## src/rtl/vscale_dmem_bridge_pkg.sv

```systemverilog
// vscale_dmem_bridge_pkg: shared widths, size codes and FSM state encoding for the dmem bridge
package vscale_dmem_bridge_pkg;

    localparam int XPR_LEN = 32;
    localparam int DMEM_BUS_WSTRB_WIDTH = 4;

    localparam logic [2:0] SIZE_BYTE = 3'd0;
    localparam logic [2:0] SIZE_HALF = 3'd1;
    localparam logic [2:0] SIZE_WORD = 3'd2;

    typedef enum logic [1:0] {
        S_IDLE = 2'd0,
        S_REQ  = 2'd1,
        S_RESP = 2'd2,
        S_ERR  = 2'd3
    } state_t;

endpackage

```

## src/rtl/vscale_dmem_check.sv

```systemverilog
// vscale_dmem_check: combinational legality check and byte-strobe generation for a DX request
module vscale_dmem_check
    import vscale_dmem_bridge_pkg::*;
#(
    parameter logic [31:0] DMEM_BASE  = 32'h0000_0000,
    parameter logic [31:0] DMEM_BYTES = 32'h0001_0000
) (
    input  logic [XPR_LEN-1:0]              addr,
    input  logic [2:0]                      size,
    output logic                            illegal,
    output logic [DMEM_BUS_WSTRB_WIDTH-1:0] wstrb
);

    logic [2:0]  nbytes;
    logic [32:0] last;
    logic [32:0] limit;
    logic        misalign;

    // 33-bit end-of-access math so an access wrapping past 2^32 is flagged
    always_comb begin
        nbytes   = size == SIZE_BYTE ? 3'd1 : size == SIZE_HALF ? 3'd2 : 3'd4;
        last     = {1'b0, addr} + {30'd0, nbytes} - 33'd1;
        limit    = {1'b0, DMEM_BASE} + {1'b0, DMEM_BYTES};
        misalign = (size == SIZE_HALF && addr[0]) || (size == SIZE_WORD && addr[1:0] != 2'b00);
        illegal  = size > SIZE_WORD || misalign || addr < DMEM_BASE || last >= limit;
        wstrb    = size == SIZE_BYTE ? 4'b0001 << addr[1:0] :
                   size == SIZE_HALF ? 4'b0011 << addr[1:0] : 4'b1111;
    end

endmodule

```

## src/rtl/vscale_dmem_bridge.sv

```systemverilog
// vscale_dmem_bridge: pairs DX requests with delayed store data and runs one valid/ready bus transaction at a time
module vscale_dmem_bridge
    import vscale_dmem_bridge_pkg::*;
#(
    parameter logic [31:0] DMEM_BASE      = 32'h0000_0000,
    parameter logic [31:0] DMEM_BYTES     = 32'h0001_0000,
    parameter int          TIMEOUT_CYCLES = 255
) (
    input  logic                            clk,
    input  logic                            reset,
    input  logic                            dmem_en,
    input  logic                            dmem_wen,
    input  logic [2:0]                      dmem_size,
    input  logic [XPR_LEN-1:0]              dmem_addr,
    input  logic [XPR_LEN-1:0]              dmem_wdata_delayed,
    output logic [XPR_LEN-1:0]              dmem_rdata,
    output logic                            dmem_wait,
    output logic                            dmem_badmem_e,
    output logic                            bus_req_valid,
    input  logic                            bus_req_ready,
    output logic                            bus_req_wen,
    output logic [XPR_LEN-1:0]              bus_req_addr,
    output logic [XPR_LEN-1:0]              bus_req_wdata,
    output logic [DMEM_BUS_WSTRB_WIDTH-1:0] bus_req_wstrb,
    input  logic                            bus_resp_valid,
    input  logic [XPR_LEN-1:0]              bus_resp_rdata
);

    localparam logic [7:0] TO_LAST = 8'(TIMEOUT_CYCLES - 1);

    state_t                          state, state_n;
    logic [XPR_LEN-3:0]              addr_q;
    logic                            wen_q;
    logic [DMEM_BUS_WSTRB_WIDTH-1:0] wstrb_q;
    logic [XPR_LEN-1:0]              wdata_q;
    logic [XPR_LEN-1:0]              rdata_q;
    logic [7:0]                      cnt;
    logic                            first_q;
    logic                            illegal;
    logic [DMEM_BUS_WSTRB_WIDTH-1:0] wstrb_c;
    logic                            timeout;
    logic                            done;
    logic                            accept;

    vscale_dmem_check #(
        .DMEM_BASE  (DMEM_BASE),
        .DMEM_BYTES (DMEM_BYTES)
    ) u_check (
        .addr    (dmem_addr),
        .size    (dmem_size),
        .illegal (illegal),
        .wstrb   (wstrb_c)
    );

    // next state and outputs; the last counted RESP cycle wins over a simultaneous response
    always_comb begin
        timeout       = state == S_RESP && cnt == TO_LAST;
        done          = state == S_RESP && bus_resp_valid && !timeout;
        accept        = state == S_IDLE || state == S_ERR || done;
        state_n       = accept ? (!dmem_en ? S_IDLE : illegal ? S_ERR : S_REQ) :
                        (state == S_REQ && bus_req_ready) ? S_RESP :
                        timeout ? S_ERR : state;
        bus_req_valid = state == S_REQ;
        bus_req_wen   = bus_req_valid && wen_q;
        bus_req_addr  = {addr_q, 2'b00};
        bus_req_wdata = first_q ? dmem_wdata_delayed : wdata_q;
        bus_req_wstrb = bus_req_wen ? wstrb_q : '0;
        dmem_wait     = state == S_REQ || (state == S_RESP && !done);
        dmem_badmem_e = state == S_ERR;
        dmem_rdata    = done ? bus_resp_rdata : rdata_q;
    end

    // state, captured request, held store data, last load word and RESP cycle counter
    always_ff @(posedge clk) begin
        if (reset) begin
            state   <= S_IDLE;
            addr_q  <= '0;
            wen_q   <= 1'b0;
            wstrb_q <= '0;
            wdata_q <= '0;
            rdata_q <= '0;
            cnt     <= 8'd0;
            first_q <= 1'b0;
        end else begin
            state   <= state_n;
            first_q <= state_n == S_REQ && state != S_REQ;
            if (accept && dmem_en) begin
                addr_q  <= dmem_addr[XPR_LEN-1:2];
                wen_q   <= dmem_wen;
                wstrb_q <= wstrb_c;
            end
            if (first_q) wdata_q <= dmem_wdata_delayed;
            if (done) rdata_q <= bus_resp_rdata;
            cnt <= state == S_RESP ? cnt + 8'd1 : 8'd0;
        end
    end

endmodule
```

## config.mk

```make
export PLATFORM = sky130hd
export DESIGN_NAME = vscale_dmem_bridge
export DESIGN_NICKNAME = d
export VERILOG_FILES = /design/src/rtl/vscale_dmem_bridge_pkg.sv /design/src/rtl/vscale_dmem_check.sv /design/src/rtl/vscale_dmem_bridge.sv
export SDC_FILE = /design/constraint.sdc
export NUM_CORES = 1
export LEC_CHECK = 0
export BUFFER_PORTS_ARGS = -buffer_cell sky130_fd_sc_hd__buf_4
export CAP_MARGIN = 20
export CORE_MARGIN = 2
export CORE_UTILIZATION = 46
export CTS_BUF_LIST = sky130_fd_sc_hd__clkbuf_16
export DETAILED_ROUTE_END_ITERATION = 7
export HOLD_SLACK_MARGIN = 0.12
export PLACE_DENSITY_LB_ADDON = 0.1
export RECOVER_POWER = 25
export SYNTH_ARGS = -nofsm -noshare
export SYNTH_HDL_FRONTEND = slang
export SYNTH_SLANG_ARGS = --single-unit
```

## constraint.sdc

```tcl
create_clock -name clk -period 3.02 [get_ports clk]
set_clock_uncertainty 0.15 [all_clocks]
set_input_delay 0.151 -clock clk [delete_from_list [all_inputs] [get_ports clk]]
set_output_delay 0.151 -clock clk [all_outputs]
set_load 0.02 [all_outputs]
```

==> summary.md, run 1 <==
| Metric | Value |
|---|---|
| Adder-Cell Fraction of Synth Area | `9.119%` |
| Routability-driven placement congestion ratio | `0.9677` |
| Timing-limited maximum frequency | `0.3418 GHz` |
| Number of synthesized flops with an enable pin | `0` |
| Post-layout minimum cycle time | `2925 ps` |
| CTS sink cnt | `110` |
| Mux cell area share after synthesis | `6.706%` |
| Effective utilization at floorplan | `46.58%` |
| Total number of placement rows | `42` |
| Remaining design rule violation count | `0` |
| Die Span Y | `119.3 um` |
| Leakage power summed over all cells | `4.395 nW` |
| Critical-path maximum fanout | `4` |
| Area growth from synthesis to final layout | `56.12%` |
| Average via count per standard cell | `5.173` |
| Global route total overflow | `0` |
| Worst setup EP type | `flop` |
| Final antenna-violating net count | `0` |
| Startpoint class of the critical path | `primary input` |
| Simple-Gate Fraction of Synth Area | `25.80%` |
| Total count of hold-check failures in the final report | `0` |
| Number of standard cells after synthesis | `775` |
| Run status | `complete, no violations` |
| Main flop type after synthesis | `sky130_fd_sc_hd__dfxtp_1` |
| # Max-Cap Violations | `0` |
| CTS root buffer | `sky130_fd_sc_hd__clkbuf_16` |
| Post-synthesis compound-gate area fraction | `15.38%` |
| Post-route setup TNS | `0 ps` |
| Total routing usage reported by global routing | `27.20%` |
| Clock latency on the worst-skew pair | `350 ps` |
| CP Data Required Time | `3160 ps` |
| Signal arrival time at the worst endpoint | `3070 ps` |
| Portion of the clock cycle consumed by the worst path in the final layout | `96.87%` |
| Worst-case setup slack after placement | `-266.9 ps` |
| DR vias | `6559` |
| Number of synthesized register bits | `110` |
| Diode insertion count for antenna repair | `0` |
| Hold/Removal Path Class | `in2reg` |
| First-pass GRT wire length | `31690 um` |
| Post-Syn Area | `6120 um^2` |
| PnR Total Power | `4.276 mW` |
| Fraction of the yosys area taken by sequential cells | `35.98%` |
| Final-report max-slew violation count | `0` |
| IO Count | `209` |
| Overall die area | `14240 um^2` |
| Clock tree from TritonCTS | `built` |
| Mean instance size in the synthesized netlist | `7.896 um^2` |
| DP HPWL | `13050 um` |
| Detailed Route Iter0 Violations | `416` |
| Total length of routed wires | `19920 um` |
| Fraction of layout instances using a drive strength above 1 | `26.28%` |
| Least setup slack across all paths after layout | `94.58 ps` |
| Final Net Count | `1237` |
| Transition time at the pin with the least slew margin | `844.6 ps` |
| Number of buffers created by CTS | `9` |
| Worst slew slack as a fraction of its limit | `43.69%` |
| Total number of yosys warnings | `0` |
| Count of different cell masters after synthesis | `63` |
| Total non-filler cell area in the finished layout | `9554 um^2` |
| Final routed wire length divided by cell count | `15.71 um` |
| Detailed-router iteration count before antenna repair | `5` |
| Post-Place Cells | `1141` |
| Maximum vdd ir drop | `0.2813 mV` |
| Pin count of the biggest net entering global routing | `50` |
| P per Cell Area | `447.5 nW/um^2` |
| Core Footprint | `13140 um^2` |
| XOR/XNOR Fraction of Synth Area | `1.431%` |
| Htree depth | `3` |
| Worst setup path class | `in2reg` |
| Final setup viols | `0` |
| Chip Width | `119.3 um` |
| Number of global-route vias before repair | `6340` |
| Longest Clk Path Bufs | `2` |
| Async S/R FF share, synth | `0%` |
| CTS clock-pin slew for the worst setup and hold paths | `70 ps` |
| Post-place instance area | `7923 um^2` |
| Layout Cells excl Fill | `1268` |
| Port-buffer cells | `206` |
| Initial antenna violation count | `0` |
| Dominant combinational cell family by area after synthesis | `simple AND/OR/NAND/NOR gates` |
==> power by group <==
group	switching (mW)	internal (mW)
sequential	0.0426	1.55
combinational	0.819	0.669
clock	0.553	0.639
total	1.41	2.86
==> metal layers <==
layer | share of wire [%] | track usage, % | up-vias
li1 | - | - | 3235
met1 | 42 | 33.73 | 3049
met2 | 50 | 48.38 | 237
met3 | 5.7 | 4.646 | 38
met4 | 2.0 | 7.794 | 0
met5 | 0 | 0 | -
==> timing repair <==
action                                  CTS  global route
endpoints found under the setup margin    0             2
resized for setup                         0            64
hold buffers                            113             1
hold endpoints to repair                 97             3
buffers inserted                          0             2
==> cells in the mapped netlist, types with 3 or more instances <==
library cell | count | share of area (%)
sky130_fd_sc_hd__nand2_1 | 192 | 12
sky130_fd_sc_hd__dfxtp_1 | 110 | 36
sky130_fd_sc_hd__a21oi_1 | 66 | 5.4
sky130_fd_sc_hd__nor2b_1 | 65 | 6.6
sky130_fd_sc_hd__inv_1 | 47 | 2.9
sky130_fd_sc_hd__ha_1 | 43 | 8.8
sky130_fd_sc_hd__clkbuf_1 | 32 | 2.0
sky130_fd_sc_hd__mux2_2 | 32 | 5.9
sky130_fd_sc_hd__nor2_1 | 30 | 1.8
sky130_fd_sc_hd__o21ai_0 | 15 | 1.2
sky130_fd_sc_hd__o211ai_1 | 10 | 1.2
sky130_fd_sc_hd__nand3_1 | 9 | 0.74
sky130_fd_sc_hd__o21ai_1 | 9 | 0.74
sky130_fd_sc_hd__nand4_1 | 8 | 0.82
sky130_fd_sc_hd__a21o_1 | 7 | 0.86
sky130_fd_sc_hd__and3_1 | 7 | 0.72
sky130_fd_sc_hd__nor3_1 | 7 | 0.57
sky130_fd_sc_hd__a31oi_1 | 6 | 0.61
sky130_fd_sc_hd__or3_1 | 6 | 0.61
sky130_fd_sc_hd__mux2i_1 | 5 | 0.82
sky130_fd_sc_hd__xnor2_1 | 5 | 0.72
sky130_fd_sc_hd__xor2_1 | 5 | 0.72
sky130_fd_sc_hd__a311oi_1 | 4 | 0.57
sky130_fd_sc_hd__o21a_1 | 4 | 0.49
sky130_fd_sc_hd__buf_1 | 3 | 0.18
sky130_fd_sc_hd__buf_2 | 3 | 0.25
sky130_fd_sc_hd__nand2b_1 | 3 | 0.31
==> per-stage QoR <==
| stage | util [%] | hold slack, ps |
|---|---|---|
| final | 72.72 | 104.0 |
| after global routing | 72.72 | 127.5 |
| after CTS | 71.09 | 120.2 |
| after global placement | 60.30 | 272.3 |
| after floorplan | - | 137.0 |
| after detailed placement | 60.30 | 277.2 |
==> cell families (layout without fill, tap and decap cells) <==
logic type | count (synthesis) | count (layout)
AO/OA/AOI/OAI | 146 | 146
AND/OR/NAND/NOR | 340 | 340
other | 1 | 2
XOR/XNOR | 10 | 10
multiplexers | 37 | 37
buffers and inverters | 87 | 403
flip-flops | 110 | 110
adder cells (fa/ha/maj) | 44 | 44
==> worst max-delay path, cell delays in order <==
cell                            delay, ps
sky130_fd_sc_hd__dlygate4sd3_1        560
sky130_fd_sc_hd__buf_4                150
sky130_fd_sc_hd__ha_1                 320
sky130_fd_sc_hd__o211ai_1             170
sky130_fd_sc_hd__a21oi_4               60
sky130_fd_sc_hd__o21ai_4              180
sky130_fd_sc_hd__a31oi_4              150
sky130_fd_sc_hd__or3_4                420
sky130_fd_sc_hd__a2111oi_4            340
sky130_fd_sc_hd__and4_1               230
sky130_fd_sc_hd__a31o_1               160
sky130_fd_sc_hd__and4b_1              190
==> flip-flops by register name (all words and copies together) (netlist names) <==
signal   flops
state        2
wdata_q     32
cnt          8
first_q      1
rdata_q     32
wen_q        1
addr_q      30
wstrb_q      4
==> path summary, 6_finish.rpt <==
kind                 from           to  slack, ps  cells after the start
min          dmem_addr[4]    addr_q[2]        100                      3
max          dmem_addr[5]      first_q         90                     12
max reg2reg      state[1]  rdata_q[21]        290                      8
min reg2reg     addr_q[5]    addr_q[5]        310                      2
==> layout make-up <==
cell class,instances,area [um^2]
multi-input combinational,579,3913
fill,1002,3583
timing repair buffer,341,2755
sequential,110,2202
clock buffer,9,225.2
tap,176,220.2
inverter,47,178.9
clock inverter,6,60.06
==> cells in the final DEF (no fill, tap or decap), types with 5 or more instances in the layout <==
cell type,synthesis,final
sky130_fd_sc_hd__clkbuf_16,0,9
sky130_fd_sc_hd__dlygate4sd3_1,0,110
sky130_fd_sc_hd__nor2b_1,65,65
sky130_fd_sc_hd__nor3_1,7,7
sky130_fd_sc_hd__o211ai_1,10,10
sky130_fd_sc_hd__xor2_1,5,5
sky130_fd_sc_hd__ha_4,0,13
sky130_fd_sc_hd__and3_1,7,7
sky130_fd_sc_hd__a21o_1,7,7
sky130_fd_sc_hd__clkbuf_1,32,31
sky130_fd_sc_hd__nand2_1,192,189
sky130_fd_sc_hd__a21oi_1,66,59
sky130_fd_sc_hd__inv_1,47,44
sky130_fd_sc_hd__mux2i_1,5,5
sky130_fd_sc_hd__o21ai_1,9,7
sky130_fd_sc_hd__dfxtp_1,110,110
sky130_fd_sc_hd__a21oi_2,0,6
sky130_fd_sc_hd__nand4_1,8,8
sky130_fd_sc_hd__mux2_1,0,9
sky130_fd_sc_hd__nand3_1,9,8
sky130_fd_sc_hd__mux2_2,32,23
sky130_fd_sc_hd__nor2_1,30,28
sky130_fd_sc_hd__buf_6,0,5
sky130_fd_sc_hd__o21ai_2,2,5
sky130_fd_sc_hd__xnor2_1,5,5
sky130_fd_sc_hd__buf_4,2,190
sky130_fd_sc_hd__ha_1,43,29
sky130_fd_sc_hd__o21ai_0,15,13
No activity file was read; power rests on OpenSTA's default activity.
==> run 2: changes to the inputs <==
--- a/config.mk
+++ b/config.mk
@@ -13,7 +13,6 @@
 export DETAILED_ROUTE_END_ITERATION = 7
 export HOLD_SLACK_MARGIN = 0.12
 export PLACE_DENSITY_LB_ADDON = 0.1
-export RECOVER_POWER = 25
 export SYNTH_ARGS = -nofsm -noshare
 export SYNTH_HDL_FRONTEND = slang
 export SYNTH_SLANG_ARGS = --single-unit
==> run 2 against run 1 <==
  * Fmax barely moved
  * Via count fell by 0.85%
  * Count of clock-buffer cells in the layout did not move
  * Core utilization rose by 0.90 points
  * Final cell count did not move
  * Die area did not move
  * Hold slack improved by 3.3 ps
  * Non-clock buffer count did not move
  * Worst setup slack got worse by 0.71 ps
  * Register-to-register slack got worse by 20 ps
  * Critical endpoint unchanged
  * Largest power group unchanged
==> summary.md, run 2 (synthesized netlist as in run 1, its figures left out) <==
| Metric | Value |
|---|---|
| Run status | `complete, no violations (unchanged)` |
| Worst setup EP type | `flop (unchanged)` |
| Final-report max-slew violation count | `0 (unchanged)` |
| Final antenna-violating net count | `0 (unchanged)` |
| Cell count of the worst reg-to-reg path | `8 (unchanged)` |
| CTS sink cnt | `110 (unchanged)` |
| Critical-path maximum fanout | `4 (unchanged)` |
| Clock latency on the worst-skew pair | `350 ps (about the same)` |
| Total number of placement rows | `42 (unchanged)` |
| Biggest regs | `rdata_q (32), wdata_q (32), addr_q (30) (unchanged)` |
| Htree depth | `3 (unchanged)` |
| Final setup viols | `0 (unchanged)` |
| Port-buffer cells | `206 (unchanged)` |
| Critical Path Max Stage Delay | `550 ps (was 560 ps)` |
| Total routing usage reported by global routing | `27.20% (unchanged)` |
| Hold/Removal Path Class | `in2reg (unchanged)` |
| Util after Layout | `73.63% (was 72.72%)` |
| Core Footprint | `13140 um^2 (unchanged)` |
| Portion of the clock cycle consumed by the worst path in the final layout | `96.89% (was 96.87%)` |
| Number of inserted filler cells in the final layout | `970 (was 1002)` |
| Leakage power summed over all cells | `4.514 nW (was 4.395 nW)` |
| DR vias | `6503 (was 6559)` |
| Maximum vdd ir drop | `0.2781 mV (was 0.2813 mV)` |
| Global route total overflow | `0 (unchanged)` |
| First-pass GRT wire length | `31690 um (unchanged)` |
| Final Net Count | `1237 (unchanged)` |
| Detailed Route Iter0 Violations | `423 (was 416)` |
| Signal arrival time at the worst endpoint | `3070 ps (about the same)` |
| Number of global-route vias before repair | `6340 (unchanged)` |
| Area growth from synthesis to final layout | `58.07% (was 56.12%)` |
| Timing-limited maximum frequency | `0.3417 GHz (was 0.3418 GHz)` |
| Initial antenna violation count | `0 (unchanged)` |
| Average via count per standard cell | `5.129 (was 5.173)` |
| Remaining design rule violation count | `0 (unchanged)` |
| Effective utilization at floorplan | `46.58% (unchanged)` |
| Diode insertion count for antenna repair | `0 (unchanged)` |
| Total count of hold-check failures in the final report | `0 (unchanged)` |
| DP HPWL | `13050 um (unchanged)` |
| Total length of routed wires | `19890 um (was 19920 um)` |
| Chip Width | `119.3 um (unchanged)` |
| Clock tree from TritonCTS | `built (unchanged)` |
| Longest Clk Path Bufs | `2 (unchanged)` |
| Cell family with most CP delay | `compound AO/OA/AOI/OAI gates (unchanged)` |
| Commonest cells after routing, fill and taps aside | `sky130_fd_sc_hd__buf_4 (222), sky130_fd_sc_hd__nand2_1 (189), sky130_fd_sc_hd__dfxtp_1 (110), sky130_fd_sc_hd__dlygate4sd3_1 (110), sky130_fd_sc_hd__nor2b_1 (65) (was sky130_fd_sc_hd__buf_4 (190), sky130_fd_sc_hd__nand2_1 (189), sky130_fd_sc_hd__dfxtp_1 (110), sky130_fd_sc_hd__dlygate4sd3_1 (110), sky130_fd_sc_hd__nor2b_1 (65))` |
| Overall die area | `14240 um^2 (unchanged)` |
| Most common cell after layout, fill and taps aside | `sky130_fd_sc_hd__buf_4 (unchanged)` |
| CTS clock-pin slew for the worst setup and hold paths | `70 ps (about the same)` |
| Detailed-router iteration count before antenna repair | `5 (unchanged)` |
| Worst slew slack as a fraction of its limit | `57.56% (was 43.69%)` |
| Worst path buffer plus inverter count | `2 (unchanged)` |
| Fraction of layout instances using a drive strength above 1 | `29.95% (was 26.28%)` |
| Post-place instance area | `7923 um^2 (unchanged)` |
| Pin count of the biggest net entering global routing | `50 (unchanged)` |
| Die Span Y | `119.3 um (unchanged)` |
| Routability-driven placement congestion ratio | `0.9677 (unchanged)` |
| Worst Hold Slack | `107.2 ps (was 104.0 ps)` |
| P per Cell Area | `445.3 nW/um^2 (was 447.5 nW/um^2)` |
| Worst hold path stage count | `3 (unchanged)` |
| Number of buffers created by CTS | `9 (unchanged)` |
| Worst setup path class | `in2reg (unchanged)` |
| IO Count | `209 (unchanged)` |
| CTS root buffer | `sky130_fd_sc_hd__clkbuf_16 (unchanged)` |
| # Max-Cap Violations | `0 (unchanged)` |
| Startpoint class of the critical path | `primary input (unchanged)` |
| Final routed wire length divided by cell count | `15.68 um (was 15.71 um)` |
| Total non-filler cell area in the finished layout | `9673 um^2 (was 9554 um^2)` |
| CP Data Required Time | `3160 ps (about the same)` |
| Post-layout minimum cycle time | `2926 ps (was 2925 ps)` |
| Cell type of the slowest stage on the worst timing path | `sky130_fd_sc_hd__dlygate4sd3_1 (unchanged)` |
| Cell depth of the worst setup path | `12 (unchanged)` |
| CP Cell Sequence | `dlygate4sd3_1 -> buf_4 -> ha_1 -> o211ai_1 -> a21oi_4 -> o21ai_4 -> a31oi_4 -> or3_4 -> a2111oi_4 -> and4_1 -> a31o_1 -> and4b_1 (unchanged)` |
| Transition time at the pin with the least slew margin | `636.6 ps (was 844.6 ps)` |
[run 2: cell types whose count changed in the layout (fill, tap and decap cells not counted), sizes merged]
cell,change
clkbuf,-32
buf,+32
[run 2: final timing paths]
path                      from     endpoint  slack, ps
setup / recovery  dmem_addr[5]      first_q         90
hold / removal    dmem_addr[6]    addr_q[4]        110
setup reg to reg      state[1]  rdata_q[21]        270
hold reg to reg     addr_q[23]   addr_q[23]        310
[run 2: layout make-up]
| cell class | instances | area, um^2 | area share [%] |
|---|---|---|---|
| clock buffers | 9 | 225.2 | 2.328 |
| flip-flops and latches | 110 | 2202 | 22.77 |
| well taps | 176 | 220.2 | 2.277 |
| inverters | 47 | 178.9 | 1.850 |
| clock inverters | 6 | 60.06 | 0.6209 |
| repair buffers | 341 | 2874 | 29.71 |
| multi-input cells | 579 | 3913 | 40.45 |
[run 2: routing by layer]
layer  wire (um)  part of all wire, %  track usage, %  vias up
met5           0                    0               0        -
met2       10030                   50           48.38      210
li1            -                    -               -     3237
met1        8462                   43           33.73     3028
met4         329                  1.7           7.794        0
met3        1061                  5.3           4.646       28
[run 2: worst register-to-register path, cell delays in order, from the launching register on]
cell	delay (ps)
sky130_fd_sc_hd__dfxtp_1	400
sky130_fd_sc_hd__ha_1	260
sky130_fd_sc_hd__nand4_1	110
sky130_fd_sc_hd__nor2_1	220
sky130_fd_sc_hd__or2_2	580
sky130_fd_sc_hd__nand2_1	160
sky130_fd_sc_hd__nand2_1	130
sky130_fd_sc_hd__nor2b_1	120
sky130_fd_sc_hd__dlygate4sd3_1	570
[run 2: what timing repair did]
| action | in CTS | in global routing |
|---|---|---|
| endpoints found under the setup margin | 0 | 2 |
| setup buffers | 0 | 2 |
| endpoints found under the hold margin | 97 | 3 |
| hold buffers | 113 | 1 |
| resized for setup | 0 | 64 |
[run 2: report_power, final]
group / total [mW] / leakage [nW] / internal (mW) / switching [mW]
clock network: 1.19 / 0.145 / 0.639 / 0.549
logic: 1.52 / 3.47 / 0.705 / 0.818
registers: 1.60 / 0.896 / 1.55 / 0.0435
total: 4.31 / 4.51 / 2.90 / 1.41
[run 2: through the flow]
stage | TNS [ps] | total power [mW] | setup slack [ps] | instances
finish | 0 | 4.307 | 93.87 | 1268
floorplan | 0 | 2.418 | 1.665 | 776
detailed placement | -493.6 | 2.921 | -266.9 | 1141
CTS | 0 | 4.221 | 18.37 | 1269
global route | -52.35 | 4.521 | -47.81 | 1268
global placement | -440.3 | 2.913 | -236.4 | 1141
==> run 3: changes to the inputs <==
--- a/config.mk
+++ b/config.mk
@@ -5,10 +5,11 @@
 export SDC_FILE = /design/constraint.sdc
 export NUM_CORES = 1
 export LEC_CHECK = 0
+export ABC_AREA = 1
 export BUFFER_PORTS_ARGS = -buffer_cell sky130_fd_sc_hd__buf_4
 export CAP_MARGIN = 20
 export CORE_MARGIN = 2
-export CORE_UTILIZATION = 46
+export CORE_UTILIZATION = 47
 export CTS_BUF_LIST = sky130_fd_sc_hd__clkbuf_16
 export DETAILED_ROUTE_END_ITERATION = 7
 export HOLD_SLACK_MARGIN = 0.12
==> run 3 against run 2 <==
  * Largest cell class unchanged
  * First-iteration DRC count shrank 19%
  * Sequential share of layout area decreased by 0.22 points
  * Synthesized area increased by 11%
  * Critical endpoint is now state[1]
  * Highest routed layer unchanged
  * Hold slack improved by 56 ps
  * Global-route usage decreased by 1.2 points
  * Critical path type unchanged
  * Critical path depth is 5 higher
==> summary.md, run 3 <==
| Metric | Value |
|---|---|
| Startpoint class of the critical path | `primary input (unchanged)` |
| Cell type of the slowest stage on the worst timing path | `sky130_fd_sc_hd__dlygate4sd3_1 (unchanged)` |
| Hold/Removal Path Class | `in2reg (unchanged)` |
| DR vias | `7475 (was 6503)` |
| Overall die area | `15420 um^2 (was 14240 um^2)` |
| Final-report max-slew violation count | `0 (unchanged)` |
| Commonest cells after routing, fill and taps aside | `sky130_fd_sc_hd__nand2_1 (329), sky130_fd_sc_hd__buf_4 (210), sky130_fd_sc_hd__inv_1 (198), sky130_fd_sc_hd__dfxtp_1 (110), sky130_fd_sc_hd__nor2_1 (104) (was sky130_fd_sc_hd__buf_4 (222), sky130_fd_sc_hd__nand2_1 (189), sky130_fd_sc_hd__dfxtp_1 (110), sky130_fd_sc_hd__dlygate4sd3_1 (110), sky130_fd_sc_hd__nor2b_1 (65))` |
| CTS root buffer | `sky130_fd_sc_hd__clkbuf_16 (unchanged)` |
| Most used standard cell by instance count after synthesis | `sky130_fd_sc_hd__nand2_1 (unchanged)` |
| Fraction of the yosys area taken by sequential cells | `32.43% (was 35.98%)` |
| Post-place instance area | `8433 um^2 (was 7923 um^2)` |
| Longest Clk Path Bufs | `2 (unchanged)` |
| Most common cell after layout, fill and taps aside | `sky130_fd_sc_hd__nand2_1 (was sky130_fd_sc_hd__buf_4)` |
| Number of synthesized flops with an enable pin | `0 (unchanged)` |
| Worst setup EP type | `flop (unchanged)` |
| Chip Width | `124.2 um (was 119.3 um)` |
| Portion of the clock cycle consumed by the worst path in the final layout | `88.78% (was 96.89%)` |
| Post CTS Setup Buffer Count | `0 (unchanged)` |
| Global route total overflow | `0 (unchanged)` |
| Die Span Y | `124.2 um (was 119.3 um)` |
| Async S/R FF share, synth | `0% (unchanged)` |
| Transition time at the pin with the least slew margin | `1004 ps (was 636.6 ps)` |
| Detailed-router iteration count before antenna repair | `5 (unchanged)` |
| Area growth from synthesis to final layout | `43.87% (was 58.07%)` |
| Pin count of the biggest net entering global routing | `72 (was 50)` |
| Routability-driven placement congestion ratio | `0.9195 (was 0.9677)` |
| Number of buffers created by CTS | `9 (unchanged)` |
| Library cell occupying the most area in the post-synthesis netlist | `sky130_fd_sc_hd__dfxtp_1 (unchanged)` |
| Post-layout minimum cycle time | `2681 ps (was 2926 ps)` |
| Remaining design rule violation count | `0 (unchanged)` |
| Post-Syn Area | `6790 um^2 (was 6120 um^2)` |
| Final antenna-violating net count | `0 (unchanged)` |
| CP Cell Sequence | `dlygate4sd3_1 -> buf_4 -> ha_1 -> nand2_1 -> inv_1 -> a21oi_1 -> inv_1 -> a21oi_1 -> nor2_1 -> nor2_1 -> nand2_1 -> nand2_1 -> nand2_1 -> nor2_2 -> nand3_1 -> nand2_1 -> a21oi_1 (was dlygate4sd3_1 -> buf_4 -> ha_1 -> o211ai_1 -> a21oi_4 -> o21ai_4 -> a31oi_4 -> or3_4 -> a2111oi_4 -> and4_1 -> a31o_1 -> and4b_1)` |
| Core Footprint | `13990 um^2 (was 13140 um^2)` |
| Share of Yosys cell area claimed by the top area cell type | `32.43% (was 35.98%)` |
| Maximum vdd ir drop | `0.3160 mV (was 0.2781 mV)` |
| P per Cell Area | `471.5 nW/um^2 (was 445.3 nW/um^2)` |
| Least setup slack across all paths after layout | `338.9 ps (was 93.87 ps)` |
| Total routing usage reported by global routing | `26.00% (was 27.20%)` |
| IO Count | `209 (unchanged)` |
| Util after Layout | `69.84% (was 73.63%)` |
| Worst slew slack as a fraction of its limit | `33.02% (was 57.56%)` |
| Critical-path maximum fanout | `5 (was 4)` |
| Fraction of layout instances using a drive strength above 1 | `19.78% (was 29.95%)` |
| Htree depth | `3 (unchanged)` |
| Clock latency on the worst-skew pair | `350 ps (about the same)` |
| First-pass GRT wire length | `31950 um (was 31690 um)` |
| Critical Path Max Stage Delay | `540 ps (was 550 ps)` |
| Post-Place Cells | `1450 (was 1141)` |
| Count of different cell masters after synthesis | `36 (was 63)` |
| Worst setup path class | `in2reg (unchanged)` |
| Number of global-route vias before repair | `6879 (was 6340)` |
| Number of synthesized register bits | `110 (unchanged)` |
| Diode insertion count for antenna repair | `0 (unchanged)` |
| Worst path buffer plus inverter count | `4 (was 2)` |
| Post-route setup TNS | `0 ps (unchanged)` |
| Biggest regs | `rdata_q (32), wdata_q (32), addr_q (30) (unchanged)` |
| Unrepaired setup endpoints after global routing | `false` |
| Detailed Route Iter0 Violations | `343 (was 423)` |
| Worst Hold Slack | `163.2 ps (was 107.2 ps)` |
| Port-buffer cells | `206 (unchanged)` |
| PnR Total Power | `4.606 mW (was 4.307 mW)` |
| Clock tree from TritonCTS | `built (unchanged)` |
| Total number of placement rows | `43 (was 42)` |
| Top post-synthesis cells by count | `sky130_fd_sc_hd__nand2_1 (330), sky130_fd_sc_hd__inv_1 (200), sky130_fd_sc_hd__dfxtp_1 (110) (was sky130_fd_sc_hd__nand2_1 (192), sky130_fd_sc_hd__dfxtp_1 (110), sky130_fd_sc_hd__a21oi_1 (66))` |
| Run status | `complete, no violations (unchanged)` |
| Signal arrival time at the worst endpoint | `2740 ps (was 3070 ps)` |
| Average via count per standard cell | `4.776 (was 5.129)` |
| Total non-filler cell area in the finished layout | `9769 um^2 (was 9673 um^2)` |
| Leakage power summed over all cells | `5.553 nW (was 4.514 nW)` |
| Total length of routed wires | `20110 um (was 19890 um)` |
| Total count of hold-check failures in the final report | `0 (unchanged)` |
| Initial antenna violation count | `0 (unchanged)` |
| Worst-case setup slack after placement | `105.5 ps (was -266.9 ps)` |
| CTS sink cnt | `110 (unchanged)` |
| Number of standard cells after synthesis | `1091 (was 775)` |
| Final Net Count | `1529 (was 1237)` |
| Final routed wire length divided by cell count | `12.85 um (was 15.68 um)` |
| Leading cell types by total area after synthesis | `sky130_fd_sc_hd__dfxtp_1 (32%), sky130_fd_sc_hd__nand2_1 (18%), sky130_fd_sc_hd__inv_1 (11%), sky130_fd_sc_hd__ha_1 (7.9%), sky130_fd_sc_hd__a21oi_1 (6.3%) (was sky130_fd_sc_hd__dfxtp_1 (36%), sky130_fd_sc_hd__nand2_1 (12%), sky130_fd_sc_hd__ha_1 (8.8%), sky130_fd_sc_hd__nor2b_1 (6.6%), sky130_fd_sc_hd__mux2_2 (5.9%))` |
| Cell family with most CP delay | `simple AND/OR/NAND/NOR gates (was compound AO/OA/AOI/OAI gates)` |
| Layout Cells excl Fill | `1565 (was 1268)` |
| # Max-Cap Violations | `0 (unchanged)` |
| Effective utilization at floorplan | `48.54% (was 46.58%)` |
| Most common cell on crit path | `sky130_fd_sc_hd__nand2_1` |
| Final setup viols | `0 (unchanged)` |
| DP HPWL | `14410 um (was 13050 um)` |
| CTS clock-pin slew for the worst setup and hold paths | `70 ps (about the same)` |
| Timing-limited maximum frequency | `0.3730 GHz (was 0.3417 GHz)` |
| Mean instance size in the synthesized netlist | `6.224 um^2 (was 7.896 um^2)` |
| Total number of yosys warnings | `0 (unchanged)` |
| CP Data Required Time | `3080 ps (was 3160 ps)` |
| Main flop type after synthesis | `sky130_fd_sc_hd__dfxtp_1 (unchanged)` |
[run 3: worst min-delay path, cell delays in order]
cell and delay [ps]:
sky130_fd_sc_hd__buf_4 90, sky130_fd_sc_hd__nand2_1 100, sky130_fd_sc_hd__o22ai_1 190, sky130_fd_sc_hd__a211oi_1 90
[run 3: report_power, final]
| part | switching [mW] | internal (mW) |
|---|---|---|
| Clock | 0.568 | 0.741 |
| Combinational | 0.965 | 0.692 |
| Sequential | 0.0533 | 1.59 |
| Total | 1.59 | 3.02 |
[run 3: logic make-up (layout without fill, tap and decap cells)]
group                      count (synthesis)  count (layout)  synth area share, %
other                                      1               2              0.05523
xor gates and xnor gates                   3               3               0.3870
and+or+nand+nor                          529             529                32.39
DFF                                      110             110                32.43
buffers and inverters                    236             529                13.80
AOI/OAI and AO/OA                        168             168                12.71
adders and majority gates                 44              44                8.218
[run 3: area by class of cell]
class / count / area, um^2
clock buffers: 9 / 225.2
clock inverters: 7 / 103.9
fillers: 1230 / 4219
inverters: 203 / 767.0
multi-input cells: 746 / 3665
flip-flops and latches: 110 / 2202
well taps: 180 / 225.2
repair buffers: 310 / 2581
[run 3: path summary, 6_finish.rpt]
check	depth (start not counted)	endpoint	slack, ps	start
setup / recovery	17	state[1]	340	dmem_addr[18]
hold / removal	4	wstrb_q[3]	160	dmem_size[0]
setup reg to reg	12	wen_q	440	state[0]
hold reg to reg	2	wdata_q[24]	320	wdata_q[24]
[run 3: repair_timing]
item                                   CTS  global route
setup endpoints to repair                0             2
endpoints found under the hold margin  100             0
gates resized for setup                  0             8
hold buffers                            99             0
[run 3: per-layer routing]
layer	GRT usage (%)	vias up	part of all wire [%]
met5	0	-	0
met3	5.449	43	7.2
met4	11.24	0	3.4
li1	-	3925	-
met2	42.38	262	45
met1	33.15	3245	44
